## src/rtl/text_console_writer.sv

```systemverilog
// Character-stream writer for a text VRAM: cursor tracking, auto-wrap and row-offset scrolling.
// Optional TEXT_CONSOLE_CLR_ON_RESET_EN clears the whole screen after reset release.
module text_console_writer #(
  parameter int COLS = 80,
  parameter int ROWS = 30
) (
  input  logic        clk,
  input  logic        rst_n,
  input  logic [7:0]  ch_data,
  input  logic        ch_valid,
  output logic        ch_ready,
  output logic [11:0] vram_addr,
  output logic [7:0]  vram_din,
  output logic        vram_we,
  output logic [6:0]  cursor_col,
  output logic [4:0]  cursor_row,
  output logic [4:0]  scroll_row,
  output logic        busy,
  output logic [1:0]  state_dbg
);

  // Handshake: a byte transfers on a rising clk edge where ch_valid and ch_ready are both
  // high; ch_ready depends only on internal state, never on ch_valid.
  typedef enum logic [1:0] {IDLE, PUT, CLRLINE, CLRSCR} state_e;

  localparam logic [11:0] COLS_W  = 12'(COLS);
  localparam logic [11:0] CELLS_W = 12'(COLS * ROWS);
  localparam logic [6:0]  LAST_COL = 7'(COLS - 1);
  localparam logic [4:0]  LAST_ROW = 5'(ROWS - 1);
  localparam logic [7:0]  SPACE = 8'h20;

  state_e      state_q, state_d;
  logic [6:0]  col_q, col_d;
  logic [4:0]  row_q, row_d;
  logic [4:0]  scroll_q, scroll_d;
  logic [11:0] addr_q, addr_d;
  logic [7:0]  din_q, din_d;
  logic        we_q, we_d;
  logic        ready_q, ready_d;
  logic        busy_q, busy_d;
  logic [11:0] cnt_q, cnt_d;
  logic        nl_pend_q, nl_pend_d;

  function automatic logic [11:0] cell_addr(input logic [4:0] row, input logic [4:0] scr,
                                            input logic [6:0] col);
    int phys;
    int full;
    phys = int'(row) + int'(scr);
    if (phys >= ROWS) phys = phys - ROWS;
    full = phys * COLS + int'(col);
    return full[11:0];
  endfunction

  always_comb begin
    state_d   = state_q;
    col_d     = col_q;
    row_d     = row_q;
    scroll_d  = scroll_q;
    addr_d    = addr_q;
    din_d     = din_q;
    cnt_d     = cnt_q;
    nl_pend_d = nl_pend_q;
    we_d      = 1'b0;
    ready_d   = 1'b0;
    case (state_q)
      IDLE: begin
        ready_d = 1'b1;
        if (ch_valid && ready_q) begin
          ready_d = 1'b0;
          state_d = PUT;
          if (ch_data >= 8'h20 && ch_data <= 8'h7E) begin
            we_d   = 1'b1;
            addr_d = cell_addr(row_q, scroll_q, col_q);
            din_d  = ch_data;
            if (col_q == LAST_COL) begin
              col_d = 7'd0;
              if (row_q < LAST_ROW) row_d = row_q + 5'd1;
              else nl_pend_d = 1'b1;
            end else begin
              col_d = col_q + 7'd1;
            end
          end else begin
            case (ch_data)
              8'h0D: col_d = 7'd0;
              8'h0A: begin
                if (row_q < LAST_ROW) begin
                  row_d = row_q + 5'd1;
                end else begin
                  state_d = CLRLINE;
                  we_d    = 1'b1;
                  addr_d  = cell_addr(5'd0, scroll_q, 7'd0);
                  din_d   = SPACE;
                  cnt_d   = 12'd1;
                end
              end
              8'h08: if (col_q != 7'd0) col_d = col_q - 7'd1;
              8'h0C: begin
                state_d = CLRSCR;
                we_d    = 1'b1;
                addr_d  = 12'd0;
                din_d   = SPACE;
                cnt_d   = 12'd1;
              end
              default: ;
            endcase
          end
        end
      end
      PUT: begin
        // A wrap on the last row defers its line clear until after the character write.
        if (nl_pend_q) begin
          nl_pend_d = 1'b0;
          state_d   = CLRLINE;
          we_d      = 1'b1;
          addr_d    = cell_addr(5'd0, scroll_q, 7'd0);
          din_d     = SPACE;
          cnt_d     = 12'd1;
        end else begin
          state_d = IDLE;
          ready_d = 1'b1;
        end
      end
      CLRLINE: begin
        if (cnt_q < COLS_W) begin
          we_d   = 1'b1;
          addr_d = cell_addr(5'd0, scroll_q, cnt_q[6:0]);
          din_d  = SPACE;
          cnt_d  = cnt_q + 12'd1;
          if (cnt_q == COLS_W - 12'd1)
            scroll_d = (scroll_q == LAST_ROW) ? 5'd0 : scroll_q + 5'd1;
        end else begin
          state_d = IDLE;
          ready_d = 1'b1;
        end
      end
      CLRSCR: begin
        if (cnt_q < CELLS_W) begin
          we_d   = 1'b1;
          addr_d = cnt_q;
          din_d  = SPACE;
          cnt_d  = cnt_q + 12'd1;
        end else begin
          state_d  = IDLE;
          ready_d  = 1'b1;
          col_d    = 7'd0;
          row_d    = 5'd0;
          scroll_d = 5'd0;
        end
      end
      default: state_d = IDLE;
    endcase
    busy_d = (state_d == CLRLINE) || (state_d == CLRSCR);
  end

  always_ff @(posedge clk or negedge rst_n) begin
    if (!rst_n) begin
`ifdef TEXT_CONSOLE_CLR_ON_RESET_EN
      state_q <= CLRSCR;
      ready_q <= 1'b0;
`else
      state_q <= IDLE;
      ready_q <= 1'b1;
`endif
      col_q     <= 7'd0;
      row_q     <= 5'd0;
      scroll_q  <= 5'd0;
      addr_q    <= 12'd0;
      din_q     <= 8'd0;
      we_q      <= 1'b0;
      busy_q    <= 1'b0;
      cnt_q     <= 12'd0;
      nl_pend_q <= 1'b0;
    end else begin
      state_q   <= state_d;
      ready_q   <= ready_d;
      col_q     <= col_d;
      row_q     <= row_d;
      scroll_q  <= scroll_d;
      addr_q    <= addr_d;
      din_q     <= din_d;
      we_q      <= we_d;
      busy_q    <= busy_d;
      cnt_q     <= cnt_d;
      nl_pend_q <= nl_pend_d;
    end
  end

  assign ch_ready   = ready_q;
  assign vram_addr  = addr_q;
  assign vram_din   = din_q;
  assign vram_we    = we_q;
  assign cursor_col = col_q;
  assign cursor_row = row_q;
  assign scroll_row = scroll_q;
  assign busy       = busy_q;
  assign state_dbg  = state_q;

endmodule

```

## config.mk

```make
export PLATFORM = sky130hd
export DESIGN_NAME = text_console_writer
export DESIGN_NICKNAME = d
export VERILOG_FILES = /design/src/rtl/text_console_writer.sv
export SDC_FILE = /design/constraint.sdc
export NUM_CORES = 1
export LEC_CHECK = 0
export CAP_MARGIN = 20
export CORE_UTILIZATION = 57
export CTS_CLUSTER_DIAMETER = 40
export DETAILED_ROUTE_END_ITERATION = 16
export PLACE_DENSITY = 0.8
export RECOVER_POWER = 100
export SYNTH_ARGS = -nofsm -noshare
export SYNTH_HDL_FRONTEND = slang
export SYNTH_SLANG_ARGS = --single-unit
```

## constraint.sdc

```tcl
create_clock -name clk -period 5.9 [get_ports clk]
set_input_delay 0.59 -clock clk [delete_from_list [all_inputs] [get_ports clk]]
set_output_delay 0.59 -clock clk [all_outputs]
set_load 0.01 [all_outputs]
```

==> results of run 1 <==
==> cell usage in the layout (no fill, tap or decap), types with 4 or more instances in the layout <==
| cell type | netlist | layout |
|---|---|---|
| a211o_1 | 4 | 4 |
| a211oi_1 | 4 | 4 |
| a21o_1 | 12 | 12 |
| a21oi_1 | 33 | 33 |
| a221oi_1 | 6 | 6 |
| a22oi_1 | 7 | 7 |
| a31oi_1 | 4 | 4 |
| and2_1 | 5 | 5 |
| and3_1 | 9 | 9 |
| clkbuf_8 | 0 | 5 |
| clkdlybuf4s50_1 | 0 | 8 |
| dfrtp_1 | 53 | 53 |
| dlygate4sd3_1 | 0 | 43 |
| fa_1 | 5 | 5 |
| ha_1 | 44 | 44 |
| inv_1 | 22 | 22 |
| nand2_1 | 62 | 62 |
| nand2b_1 | 12 | 12 |
| nand3_1 | 17 | 17 |
| nor2_1 | 32 | 32 |
| nor2b_1 | 7 | 7 |
| nor3_1 | 7 | 7 |
| o21a_1 | 4 | 4 |
| o21ai_0 | 20 | 49 |
| o21ai_1 | 46 | 17 |
| o22ai_1 | 4 | 4 |
| o31ai_1 | 15 | 15 |
| or2_2 | 4 | 4 |
| xnor2_1 | 12 | 12 |
| xor2_1 | 11 | 11 |
==> cell families after synthesis <==
family	after synthesis	share of synthesized area
simple gates	172	0.184
xor+xnor	24	0.0498
fa+ha+maj	49	0.145
buf+inv	49	0.0434
compound gates	187	0.270
flops	54	0.301
mux	3	0.00723
==> registers in the layout, indices dropped and copies added, names as in the netlist, named ones only <==
name / cells
ch_ready: 1
nl_pend_q: 1
cnt_q: 12
scroll_row: 5
vram_din: 8
vram_we: 1
cursor_row: 5
state_dbg: 1
cursor_col: 7
vram_addr: 12
==> metal layers <==
| metal | wire length, um | share of wire | track usage | vias up |
|---|---|---|---|---|
| met5 | 0 | 0 | 0 | - |
| met4 | 244 | 0.021 | 0.0926 | 0 |
| met3 | 670 | 0.057 | 0.0396 | 22 |
| met2 | 5650 | 0.48 | 0.485 | 178 |
| met1 | 5180 | 0.44 | 0.393 | 2033 |
| li1 | - | - | - | 2028 |
==> worst min-delay path, delay by kind of cell, from the launching register on <==
kind | cells | cell delay, ps
AOI/OAI and AO/OA | 1 | 60
DFF | 1 | 360
and+or+nand+nor | 1 | 50
==> power by group through the flow <==
stage / combinational [mW] / sequential (mW) / clock [mW]
5_1_grt: 2.49 / 0.666 / 0.249
4_1_cts: 2.30 / 0.648 / 0.238
2_1_floorplan: 1.66 / 0.641 / 0
6_report: 2.26 / 0.646 / 0.235
3_3_place_gp: 2.17 / 0.647 / 0
3_5_place_dp: 2.26 / 0.653 / 0
==> worst paths after layout <==
| kind | startpoint | end | slack [ps] |
|---|---|---|---|
| setup / recovery | scroll_row[0]$_DFFE_PN0P_ | vram_addr[11]$_DFFE_PN0P_ | 900 |
| hold / removal | vram_din[6]$_DFFE_PN0P_ | vram_din[6]$_DFFE_PN0P_ | 500 |
| setup reg to reg | scroll_row[0]$_DFFE_PN0P_ | vram_addr[11]$_DFFE_PN0P_ | 900 |
| hold reg to reg | vram_din[6]$_DFFE_PN0P_ | vram_din[6]$_DFFE_PN0P_ | 500 |
| max in group asynchronous | rst_n | cursor_col[3]$_DFFE_PN0P_ | 2830 |
| min in group asynchronous | rst_n | vram_addr[4]$_DFFE_PN0P_ | 1350 |
==> final cells by class <==
type | count | area, um2
Multi-Input combinational cell | 435 | 2950
Fill cell | 661 | 2560
Sequential cell | 54 | 1350
Timing Repair Buffer | 54 | 523
Tap cell | 102 | 128
Inverter | 22 | 82.6
Clock buffer | 5 | 68.8
Clock inverter | 3 | 26.3
==> results.sh, run 1 <==
export IMPL_setup_viol=0
export IMPL_p_clk_frac=0.075
export IMPL_hold_depth=2
export IMPL_combPwrFrac=0.719
export IMPL_netlist_area_um2=4500
export IMPL_nNetsFinal=632
export IMPL_dpl_cell_area_um2=5040
export IMPL_finalCritPeriodShare=0.847
export IMPL_timing_final_ws_setup_ps=904
export IMPL_ctsHoldBuffers=0
export IMPL_final_util=0.667
export IMPL_stdcell_count=675
export IMPL_switching_power_mw=1.58
export IMPL_final_cell_area_um2=5130
export IMPL_drive_above_1_share=0.0297
export IMPL_drc=0
export IMPL_worst_slew_pin_slew_ps=3050
export IMPL_max_stage_delay_ps=550
export IMPL_die_h_um=90.8
export IMPL_grt_max_degree=55
export IMPL_p_sw_frac=0.502
export IMPL_dpl_hpwl_um=8530
export IMPL_gp_congestion=0.912
export IMPL_wl_um=11700
export IMPL_root_buffer="clkbuf_8"
export IMPL_pwr_share_seq=0.206
export IMPL_path_cells="ha_1, fa_1, xor2_1, nand2_1, nor3_1, o21ai_0, o21ai_0, xor2_1, ha_1, ha_1, fa_1, a21o_1, a21oi_1, xnor2_1, xnor3_1, a21oi_1, o31ai_1"
export IMPL_grt_pass1_vias=4089
export IMPL_drt_first_iter_violations=198
export IMPL_setup_tns_ps=0
export IMPL_drv_cap=1
export IMPL_crit_path_frequent_cell="ha_1"
export IMPL_antenna_found_initial=0
export IMPL_max_freq_ghz=0.200
export IMPL_io_pins=53
export IMPL_syn2layout_area_growth_pct=14.0
export IMPL_synth_edff_count=0
export IMPL_start_kind="flip-flop"
export IMPL_drtPass1Iterations=5
export IMPL_vias=4261
export IMPL_syn_inst=538
export IMPL_row_count=32
export IMPL_crit_slowest_cell="dfrtp_1"
export IMPL_endpoint_kind="flip-flop"
export IMPL_synth_cell_type_count=68
export IMPL_synth_top_area_cell="dfrtp_1"
export IMPL_via_per_inst=6.31
export IMPL_synth_most_common_cell="nand2_1"
export IMPL_relSlewSlack=-1.04
export IMPL_grt_remaining_overflow=0
export IMPL_wire_per_inst_um=17.4
export IMPL_cts_made_buffers=5
export IMPL_diodes=0
export IMPL_outcome="complete, but fails checks"
export IMPL_fin_skew_ps=17.1
export IMPL_avgSynthCellArea_um2=8.36
export IMPL_netlist_area_leader_share=0.295
export IMPL_hold_path_class="flip-flop to flip-flop"
export IMPL_syn_num_nets=598
export IMPL_synth_seq_area_share=0.301
export IMPL_critPathTopFamily="adder cells"
export IMPL_hold_ws_ps=498
export IMPL_dp_cells=667
export IMPL_cp_required_ps=6060
export IMPL_clock_sinks=54
export IMPL_rsz0062_at_grt="false"
export IMPL_yosys_register_bits=54
export IMPL_antenna_left=0
export IMPL_dieArea_um2=8250
export IMPL_rr_worst_depth=17
export IMPL_critPathMaxFanout=13
export IMPL_post_cts_buffers=0
export IMPL_p_int_mw=1.56
export IMPL_dp_slack_ps=981
export IMPL_power_per_cell_area_nw_per_um2=612
export IMPL_htreeDepth=2
export IMPL_crit_type="flip-flop to flip-flop"
export IMPL_worstPathArrival_ps=5160
export IMPL_synth_common_cells="62 x nand2_1, 53 x dfrtp_1, 46 x o21ai_1, 44 x ha_1, 33 x a21oi_1"
export IMPL_totalPowerFinal_mw=3.14
export IMPL_clock_latency_ps=330
export IMPL_p_leak_nw=2.32
export IMPL_cts_resized=0
export IMPL_cp_num_buf_inv=0
export IMPL_yosysWarnings=0
export IMPL_final_hold_violation_count=0
export IMPL_cp_depth=17
export IMPL_violations="max-capacitance violations, max-slew violations"
export IMPL_grt_pass1_wl_um=19600
export IMPL_port_buffers=52
export IMPL_coreArea_um2=7690
export IMPL_synth_ff_type="dfrtp_1"
export IMPL_start_util=0.585
export IMPL_synth_area_top_cells="dfrtp_1 29%, ha_1 12%, nand2_1 5.2%"
export IMPL_die_w_um=90.8
export IMPL_max_vdd_ir_drop_mv=0.384
export IMPL_async_flop_share=1.00
export IMPL_clkTransAtPathRegs_ps=120
export IMPL_slew_violations=55
export IMPL_clockBufferDepth=2
export IMPL_cts_tree="yes"
export IMPL_grt_total_usage=0.292
export IMPL_min_period_ps=5000
No activity file was read; power rests on OpenSTA's default activity.
==> inputs of run 2 (changes only) <==
==> constraint.sdc (replaced) <==
create_clock -name clk -period 4.8 [get_ports clk]
set_input_delay 0.48 -clock clk [delete_from_list [all_inputs] [get_ports clk]]
set_output_delay 0.48 -clock clk [all_outputs]
set_load 0.01 [all_outputs]
==> run 2 against run 1 <==
Effect of this change: the run still ends with max-capacitance violations, max-slew violations left; die area stayed put; combinational power is 26% higher; count of clock-buffer cells in the layout stayed put.
==> results.sh, run 2 (same netlist as run 1, synthesis figures left out) <==
export IMPL_die_h_um=90.8
export IMPL_dieArea_um2=8250
export IMPL_hold_path_class="flip-flop to flip-flop"
export IMPL_max_vdd_ir_drop_mv=0.398
export IMPL_p_leak_nw=2.35
export IMPL_antenna_found_initial=0
export IMPL_critPathTopFamily="adder cells"
export IMPL_clock_sinks=54
export IMPL_final_common_cell="nand2_1"
export IMPL_totalPowerFinal_mw=3.90
export IMPL_crit_type="flip-flop to flip-flop"
export IMPL_setup_viol=0
export IMPL_rr_worst_depth=17
export IMPL_crit_path_frequent_cell="ha_1"
export IMPL_wire_per_inst_um=17.0
export IMPL_met2_usage=0.490
export IMPL_grt_remaining_overflow=0
export IMPL_max_freq_ghz=0.218
export IMPL_fin_skew_ps=11.8
export IMPL_syn2layout_area_growth_pct=15.0
export IMPL_final_hold_violation_count=0
export IMPL_coreArea_um2=7690
export IMPL_hold_depth=2
export IMPL_start_util=0.585
export IMPL_drc=0
export IMPL_grt_pass1_vias=4172
export IMPL_use_met3=0.0589
export IMPL_start_kind="flip-flop"
export IMPL_hp_start="vram_addr[4]$_DFFE_PN0P_"
export IMPL_drtPass1Iterations=5
export IMPL_worst_slew_pin_slew_ps=3120
export IMPL_root_buffer="clkbuf_8"
export IMPL_path_cells="ha_1, fa_1, xor2_2, nand2_1, nor3_1, o21ai_0, o21ai_1, mux2_2, ha_1, ha_1, fa_1, a21o_1, a21oi_1, xnor2_1, xnor3_1, a21oi_1, o31ai_1"
export IMPL_power_per_cell_area_nw_per_um2=755
export IMPL_nNetsFinal=636
export IMPL_outcome="complete, but fails checks"
export IMPL_slew_violations=55
export IMPL_worstPathArrival_ps=4780
export IMPL_clock_latency_ps=330
export IMPL_diodes=0
export IMPL_grt_pass1_wl_um=19400
export IMPL_r2r_setup_slack_ps=210
export IMPL_clockBufferDepth=2
export IMPL_row_count=32
export IMPL_port_buffers=52
export IMPL_cts_made_buffers=5
export IMPL_io_pins=53
export IMPL_worstHoldEndpoint="vram_addr[4]$_DFFE_PN0P_"
export IMPL_grt_total_usage=0.287
export IMPL_cp_required_ps=4990
export IMPL_r2r_end="vram_addr[11]$_DFFE_PN0P_"
export IMPL_cp_num_buf_inv=0
export IMPL_hold_ws_ps=489
export IMPL_drive_above_1_share=0.0433
export IMPL_antenna_left=0
export IMPL_htreeDepth=2
export IMPL_endpoint_kind="flip-flop"
export IMPL_cts_tree="yes"
export IMPL_violations="max-capacitance violations, max-slew violations"
export IMPL_mostFrequentLayoutCells="62 x nand2_1, 53 x dfrtp_1, 47 x o21ai_0"
export IMPL_min_period_ps=4590
export IMPL_drv_cap=1
export IMPL_clkTransAtPathRegs_ps=120
export IMPL_r2r_start="cursor_row[0]$_DFFE_PN0P_"
export IMPL_busiest_layer="met2"
export IMPL_critPathMaxFanout=7
export IMPL_grt_max_degree=55
export IMPL_via_per_inst=6.27
export IMPL_crit_slowest_cell="dfrtp_1"
export IMPL_rsz0062_at_grt="false"
export IMPL_vias=4259
export IMPL_max_stage_delay_ps=460
export IMPL_finalCritPeriodShare=0.956
export IMPL_met1_usage=0.354
export IMPL_wl_um=11600
export IMPL_setup_tns_ps=0
export IMPL_relSlewSlack=-1.08
export IMPL_dpl_hpwl_um=8490
export IMPL_drt_first_iter_violations=213
export IMPL_die_w_um=90.8
export IMPL_final_util=0.673
export IMPL_gp_congestion=0.898
==> run 2: cell count changes in the layout (fill, tap and decap cells not counted) <==
cell	before	now
a31o_2	0	1
a31o_1	1	0
xor2_2	0	1
xor2_1	11	10
inv_6	2	1
o21ai_0	49	47
mux2_2	1	2
buf_4	0	5
inv_8	0	1
mux2_1	1	0
o21ai_1	17	19
clkbuf_1	2	1
==> run 2: worst max path at each step <==
stage / from / to / slack [ps] / cells past startpoint
floorplan: scroll_row[0]$_DFFE_PN0P_ / vram_addr[11]$_DFFE_PN0P_ / 380 / 16
global placement: cursor_row[0]$_DFFE_PN0P_ / vram_addr[11]$_DFFE_PN0P_ / 280 / 17
detailed placement: cursor_row[0]$_DFFE_PN0P_ / vram_addr[11]$_DFFE_PN0P_ / 140 / 17
CTS: cursor_row[0]$_DFFE_PN0P_ / vram_addr[11]$_DFFE_PN0P_ / 110 / 17
global route: cursor_row[0]$_DFFE_PN0P_ / vram_addr[11]$_DFFE_PN0P_ / 8 / 17
finish: cursor_row[0]$_DFFE_PN0P_ / vram_addr[11]$_DFFE_PN0P_ / 210 / 17
==> run 2: per-layer routing <==
metal | vias to the layer above | part of all wire | wire length [um]
met5 | - | 0 | 0
met4 | 0 | 0.024 | 280
met3 | 24 | 0.063 | 724
met2 | 158 | 0.48 | 5580
met1 | 2040 | 0.43 | 4970
li1 | 2037 | - | -
==> run 2: final cells by class <==
class	instances	area (um2)
sequential	54	1350
multi-input combinational	435	2950
clock buffer	5	68.8
clock inverter	3	28.8
tap	102	128
timing repair buffer	58	557
inverter	22	82.6
fill	645	2520
==> run 2: per-stage QoR <==
stage	setup slack (ps)	instances	area [um2]
final	209	679	5170
after detailed placement	137	669	5060
after global routing	7.86	679	5170
after global placement	284	669	5060
after floorplan	375	538	4500
after CTS	107	677	5150
==> run 2: timing repair <==
action / 4_1_cts / 5_1_grt
hold buffers: 0 / 0
setup endpoints to repair: 0 / 3
gates resized for setup: 0 / 2
setup buffers: 0 / 2
==> run 2: power breakdown <==
part	internal, mW	switching (mW)	total [mW]
Sequential	0.597	0.177	0.774
Combinational	1.27	1.56	2.84
Clock	0.110	0.182	0.292
Total	1.98	1.92	3.90
==> run 2: worst register-to-register path, stage by stage (launching register included) <==
cell and delay, ps:
dfrtp_1 460, ha_1 270, fa_1 430, xor2_2 260, nand2_1 170, nor3_1 150
o21ai_0 140, o21ai_1 260, mux2_2 380, ha_1 190, ha_1 210, fa_1 420
a21o_1 200, a21oi_1 190, xnor2_1 160, xnor3_1 320, a21oi_1 160, o31ai_1 90
